===== src/rtl/adat_frame_deframer.sv =====
// -----------------------------------------------------------------------------
// adat_frame_deframer
//
// Recovers ADAT frames from the decoded bit stream of the NRZI phase-lock
// decoder. A frame is a SYNC_ZEROS-long zero run terminated by a '1', a 4-bit
// user field plus separator, then NUM_CH samples of SAMPLE_W bits, each sent
// MSB-first as SAMPLE_W/4 nibbles that are each followed by a '1' separator.
// One sample per channel per frame is emitted to the downstream buffer.
//
// Optional feature: define ADAT_ERR_COUNT_EN to add err_count_o, a saturating
// 16-bit count of frame_error_o pulses that only rst_i clears.
//
// Ports
//   clk_x4_i        in   4x bit clock, the only clock of the block
//   rst_i           in   asynchronous active-high reset
//   bit_tick_ni     in   active-low bit strobe; a bit is taken when it is 0
//   data_i          in   decoded bit
//   valid_i         in   decoder is synced, data_i is meaningful
//   sample_o        out  last completed sample, MSB = first received bit
//   channel_o       out  channel index of sample_o
//   sample_valid_o  out  one-cycle pulse, sample_o/channel_o are new
//   user_bits_o     out  user bits of the current frame, first received in [3]
//   frame_start_o   out  one-cycle pulse when a sync terminator is accepted
//   locked_o        out  a complete error-free frame has been seen since hunt
//   frame_error_o   out  one-cycle pulse on any framing error
//   err_count_o     out  (ADAT_ERR_COUNT_EN only) saturating error count
// -----------------------------------------------------------------------------
module adat_frame_deframer #(
  parameter int SYNC_ZEROS = 10,
  parameter int NUM_CH     = 8,
  parameter int SAMPLE_W   = 24
) (
  input  logic                clk_x4_i,
  input  logic                rst_i,
  input  logic                bit_tick_ni,
  input  logic                data_i,
  input  logic                valid_i,
  output logic [SAMPLE_W-1:0] sample_o,
  output logic [2:0]          channel_o,
  output logic                sample_valid_o,
  output logic [3:0]          user_bits_o,
  output logic                frame_start_o,
  output logic                locked_o,
  output logic                frame_error_o
`ifdef ADAT_ERR_COUNT_EN
  ,
  output logic [15:0]         err_count_o
`endif
);

  localparam int         NIBS      = SAMPLE_W / 4;
  localparam int         DATA_BITS = 5 * NIBS * NUM_CH;
  localparam logic [3:0] SYNC_Z    = 4'(SYNC_ZEROS);
  localparam logic [7:0] DATA_LAST = 8'(DATA_BITS - 1);
  localparam logic [2:0] NIB_LAST  = 3'(NIBS - 1);

  typedef enum logic [1:0] {StHunt, StUser, StData, StSync} state_t;

  state_t              state;
  state_t              state_d;
  logic                accept;
  logic [3:0]          zero_cnt;
  logic [7:0]          bit_cnt;
  logic [2:0]          slot;
  logic [2:0]          nib;
  logic [2:0]          ch;
  logic [SAMPLE_W-1:0] sample_sr;
  logic [3:0]          user_sr;

  logic                err_ev;
  logic                fs_ev;
  logic                lock_ev;
  logic                samp_ev;
  logic                user_ev;
  logic                is_sep;

  assign accept = ~bit_tick_ni;
  // Position 4 of every 5-bit group in the data field is the separator.
  assign is_sep = (slot == 3'd4);

  // State register
  always_ff @(posedge clk_x4_i or posedge rst_i) begin
    if (rst_i) state <= StHunt;
    else       state <= state_d;
  end

  // Next-state logic. Every path back to StHunt from another state is an
  // error; the output logic relies on that.
  always_comb begin
    state_d = state;
    if (accept) begin
      case (state)
        StHunt: begin
          if (valid_i && data_i && (zero_cnt == SYNC_Z)) state_d = StUser;
        end
        StUser: begin
          if (!valid_i)                state_d = StHunt;
          else if (bit_cnt == 8'd4)    state_d = data_i ? StData : StHunt;
        end
        StData: begin
          if (!valid_i || (is_sep && !data_i)) state_d = StHunt;
          else if (bit_cnt == DATA_LAST)       state_d = StSync;
        end
        StSync: begin
          if (!valid_i)                 state_d = StHunt;
          else if (data_i)              state_d = (zero_cnt == SYNC_Z) ? StUser : StHunt;
          else if (zero_cnt == SYNC_Z)  state_d = StHunt;  // run would reach SYNC_ZEROS+1
        end
        default: state_d = StHunt;
      endcase
    end
  end

  // Output event decode
  always_comb begin
    err_ev  = accept && (state != StHunt) && (state_d == StHunt);
    fs_ev   = accept && (state != StUser) && (state_d == StUser);
    lock_ev = fs_ev && (state == StSync);
    user_ev = accept && (state == StUser) && (state_d == StData);
    samp_ev = accept && (state == StData) && valid_i && is_sep && data_i &&
              (nib == NIB_LAST);
  end

  // Bit counters. zero_cnt follows the same rule in every state, so the bit
  // that causes an error is already counted the way StHunt counts it.
  always_ff @(posedge clk_x4_i or posedge rst_i) begin
    if (rst_i) begin
      zero_cnt <= '0;
      bit_cnt  <= '0;
      slot     <= '0;
      nib      <= '0;
      ch       <= '0;
    end else if (accept) begin
      if (!valid_i || data_i)    zero_cnt <= '0;
      else if (zero_cnt != 4'hF) zero_cnt <= zero_cnt + 4'd1;

      if (state_d != state) bit_cnt <= '0;
      else                  bit_cnt <= bit_cnt + 8'd1;

      if ((state != StData) || (state_d != StData)) begin
        slot <= '0;
        nib  <= '0;
        ch   <= '0;
      end else if (is_sep) begin
        slot <= '0;
        if (nib == NIB_LAST) begin
          nib <= '0;
          ch  <= ch + 3'd1;
        end else begin
          nib <= nib + 3'd1;
        end
      end else begin
        slot <= slot + 3'd1;
      end
    end
  end

  // Shift registers hold payload only and need no reset.
  always_ff @(posedge clk_x4_i) begin
    if (accept && (state == StData) && !is_sep)
      sample_sr <= {sample_sr[SAMPLE_W-2:0], data_i};
    if (accept && (state == StUser) && (bit_cnt != 8'd4))
      user_sr <= {user_sr[2:0], data_i};
  end

  // Registered outputs
  always_ff @(posedge clk_x4_i or posedge rst_i) begin
    if (rst_i) begin
      sample_o       <= '0;
      channel_o      <= '0;
      sample_valid_o <= 1'b0;
      user_bits_o    <= '0;
      frame_start_o  <= 1'b0;
      locked_o       <= 1'b0;
      frame_error_o  <= 1'b0;
    end else begin
      sample_valid_o <= samp_ev;
      frame_start_o  <= fs_ev;
      frame_error_o  <= err_ev;
      if (samp_ev) begin
        sample_o  <= sample_sr;
        channel_o <= ch;
      end
      if (user_ev) user_bits_o <= user_sr;
      if (err_ev)       locked_o <= 1'b0;
      else if (lock_ev) locked_o <= 1'b1;
    end
  end

`ifdef ADAT_ERR_COUNT_EN
  logic [15:0] err_cnt;

  always_ff @(posedge clk_x4_i or posedge rst_i) begin
    if (rst_i)                             err_cnt <= '0;
    else if (err_ev && (err_cnt != 16'hFFFF)) err_cnt <= err_cnt + 16'd1;
  end

  assign err_count_o = err_cnt;
`endif

endmodule


===== config.mk =====
export PLATFORM = sky130hd
export DESIGN_NAME = adat_frame_deframer
export DESIGN_NICKNAME = d
export VERILOG_FILES = /design/src/rtl/adat_frame_deframer.sv
export SDC_FILE = /design/constraint.sdc
export NUM_CORES = 1
export LEC_CHECK = 0
export CORE_MARGIN = 2
export CORE_UTILIZATION = 50
export DETAILED_ROUTE_END_ITERATION = 12
export HOLD_SLACK_MARGIN = 0.03
export PLACE_DENSITY_LB_ADDON = 0.25
export SETUP_SLACK_MARGIN = 0.1
export SLEW_MARGIN = 10
export SYNTH_ARGS = -nofsm -noshare
export SYNTH_HDL_FRONTEND = slang
export SYNTH_SLANG_ARGS = --single-unit

===== constraint.sdc =====
create_clock -name clk_x4_i -period 2.75 [get_ports clk_x4_i]
set_clock_uncertainty 0.15 [all_clocks]
set_input_delay 0.4125 -clock clk_x4_i [delete_from_list [all_inputs] [get_ports clk_x4_i]]
set_output_delay 0.4125 -clock clk_x4_i [all_outputs]
set_load 0.01 [all_outputs]

==> results.yml <==
outcome:
  status: "complete, no violations"
drt:
  num_vias: 2584
  drt_iter0_markers: 127
  via_per_inst: 5.37
  ant_nets: 0
  drt-total-wl_mm: 7.03
  post-route-drc-count: 0
  wl_per_cell_um: 14.6
  firstDrtPassIters: 4
synth:
  synth.distinct_cells: 56
  synth_seq_area_share_pct: 63.8
  synth_edf_count: 28
  ys_warn_count: 0
  ys_seq_elements: 86
  syn_area_um2: 3590
  synth-main-ff-cell: "dfrtp_1"
  synthesis.nets: 331
  syn_inst: 319
  avgSynthCellArea_um2: 11.3
  async_flop_share_pct: 67.4
sta:
  setup_ws_ns: 0.150
  worst_pin_slew_ns: 0.633
  hold_violations: 0
  max_freq_ghz: 0.385
  setup_viol: 0
  relSlewSlack_pct: 57.4
  fin_crit_ns: 2.60
  slew_viol_final: 0
  rsz0062_at_grt: "false"
  post-route-period-util_pct: 94.6
critical_path:
  arrival_ns: 2.70
  worst-path-buf-inv: 2
  required_ns: 2.85
  critPathLaunchType: "flip-flop"
  path_cells: "inv_1 -> ha_1 -> or4b_4 -> or2_4 -> a31o_4 -> o311ai_4 -> buf_6 -> o21ai_2 -> a21o_1"
  slowest_stage: "or4b_4"
  cpPeakStageDelay_ns: 0.46
  path_delay_family: "compound AO/OA/AOI/OAI gates"
  critPathCaptureType: "flip-flop"
  critPathMaxFanout: 8
  critPathKind: "reg2reg"
die:
  dieHeight_um: 88.7
  start_util_pct: 52.3
  dieArea_um2: 7880
  rows: 30
  core-area_um2: 6870
  die_w_um: 88.7
  boundaryPins: 40
cells_and_area:
  layout.nets: 392
  synthToLayoutAreaGrowth_pct: 24.8
  fillCellCount: 546
  insertedDiodeCount: 0
  instances_no_fill: 481
  drive_gt1_share_pct: 14.5
power:
  ir_worst_vdd_mv: 0.491
  leakagePower_uw: 0.00197
  cellPowerDensity_nw_per_um2: 700
clocking:
  clock-sinks: 86
  cts.clk_slew.worst_paths_ns: 0.09
  root_buffer: "clkbuf_8"
  clockBufferDepth: 2
  clk_latency_ns: 0.35
  cts_max_level: 3
  postCtsHoldBufs: 0
  cts_tree: "done"
  numCtsBuffers: 9
place:
  place_ws_ns: -0.0947
  post-dp-hpwl_mm: 4.65
  dp.cells: 461
  globalplace.congestion: 0.840
  portBuffers: 39
grt:
  grt_pass1_vias: 2449
  grt_pass1_wl_mm: 11.6
  grt_max_degree: 32
  overflow: 0
  grt_use_total_pct: 19.5
  antenna_found_initial: 0
min_path:
  hp-class: "reg2reg"
flow_run:
  maxCapViolations: 0
through the flow:
step	util (%)	area (um^2)	total power, uW	setup TNS [ns]	hold WS (ns)
CTS	64.3	4420	3110	0	0.297
finish	65.2	4480	3140	0	0.293
floorplan	-	3590	1900	0	0.265
global placement	61.0	4190	2110	-0.00761	0.275
detailed placement	61.0	4190	2130	-0.416	0.275
global route	65.2	4480	3300	0	0.324
final cells by class:
class	instances	area, um^2	area share (%)
sequential	86	2290	51.1
tap	96	120	2.68
clock inverter	6	95.1	2.12
inverter	11	45.0	1.01
multi-input combinational	212	1250	27.9
timing repair buffer	60	552	12.3
clock buffer	10	128	2.85
power breakdown:
group          total [uW]  switching, uW  internal (uW)
Clock                 974            455            519
Sequential           1560           96.5           1460
Combinational         602            320            282
Total                3140            871           2270
worst paths after layout:
kind | start | slack (ns) | depth (start not counted) | end
setup reg to reg | bit_cnt[0] | 0.15 | 9 | bit_cnt[2]
setup / recovery | bit_cnt[0] | 0.15 | 9 | bit_cnt[2]
hold reg to reg | sample_sr[23] | 0.29 | 2 | sample_o[23]
min in group asynchronous | rst_i | 0.31 | 2 | sample_o[9]
hold / removal | sample_sr[23] | 0.29 | 2 | sample_o[23]
max in group asynchronous | rst_i | 1.46 | 3 | user_bits_o[2]
flip-flops by register name (all words and copies together) (netlist names):
signal and flops:
nib 3, sample_sr 24, frame_start_o 1, locked_o 1, channel_o 3, frame_error_o 1
ch 3, bit_cnt 8, sample_valid_o 1, state 2, slot 3, zero_cnt 4
user_bits_o 4, user_sr 4, sample_o 24
per-layer routing:
| layer | GRT usage, % | vias to the layer above | share of wire, % |
|---|---|---|---|
| met3 | 5.78 | 11 | 4.9 |
| met4 | 5.92 | 0 | 1.2 |
| met5 | 0 | - | 0 |
| met1 | 25.6 | 1264 | 45 |
| li1 | - | 1235 | - |
| met2 | 31.5 | 74 | 49 |
cells by family (layout without fill, tap and decap cells):
logic type / count (synthesis) / count (layout) / share of synthesized area (%)
AND/OR/NAND/NOR: 148 / 148 / 19.0
flip-flops: 86 / 86 / 63.8
AO/OA/AOI/OAI: 48 / 48 / 9.72
buffers and inverters: 21 / 87 / 2.40
adder cells (fa/ha/maj): 7 / 7 / 2.44
multiplexers: 7 / 7 / 2.16
XOR/XNOR: 2 / 2 / 0.488
Yosys cell counts, drive strengths merged, types with 3 or more instances:
cell type,count,area (um^2)
clkbuf,6,22.5
edfxtp,28,841
buf,4,22.5
nor3,7,35.0
nand2,94,353
inv,10,37.5
a21o,3,22.5
nand4,4,31.3
a21oi,7,35.0
nor2,10,37.5
dfrtp,58,1450
o21ai,19,98.8
mux2,6,67.6
ha,7,87.6
nor3b,3,27.5
o41ai,3,26.3
nand3,9,45.0
worst reg2reg max path, cell delays in order (launching register included):
cell and delay (ns):
dfrtp_1 0.41, inv_1 0.10, ha_1 0.15, or4b_4 0.46, or2_4 0.29, a31o_4 0.27, o311ai_4 0.28, buf_6 0.17
o21ai_2 0.05, a21o_1 0.17
layout by cell type, fill, tap and decap left out, types with 2 or more instances in the layout:
cell,Yosys,final
o41ai_1,3,3
o21ai_0,15,15
nand2_1,94,94
nor4_1,2,2
nor2_1,10,10
nand2b_1,2,2
a21oi_1,7,6
and3_1,2,2
and2_1,2,2
nand3_1,9,9
clkbuf_8,0,9
or3_1,2,2
o31ai_1,2,2
inv_2,0,3
mux2_1,3,3
nand4_1,3,3
nor3b_1,2,2
nor3_1,7,7
clkinvlp_4,0,3
buf_4,1,20
o311ai_4,2,2
ha_1,7,6
mux2_2,3,3
edfxtp_1,28,28
a21o_1,3,3
nand3b_1,2,2
bufinv_16,0,2
clkdlybuf4s50_1,0,39
o21ai_1,3,3
dfrtp_1,58,58
inv_1,10,7
timing repair:
action / 4_1_cts / 5_1_grt
endpoints found under the setup margin: 5 / 29
pin swaps: 0 / 3
resized for setup: 1 / 9
buffers inserted: 0 / 4
Power figures use the tool's default switching activity.
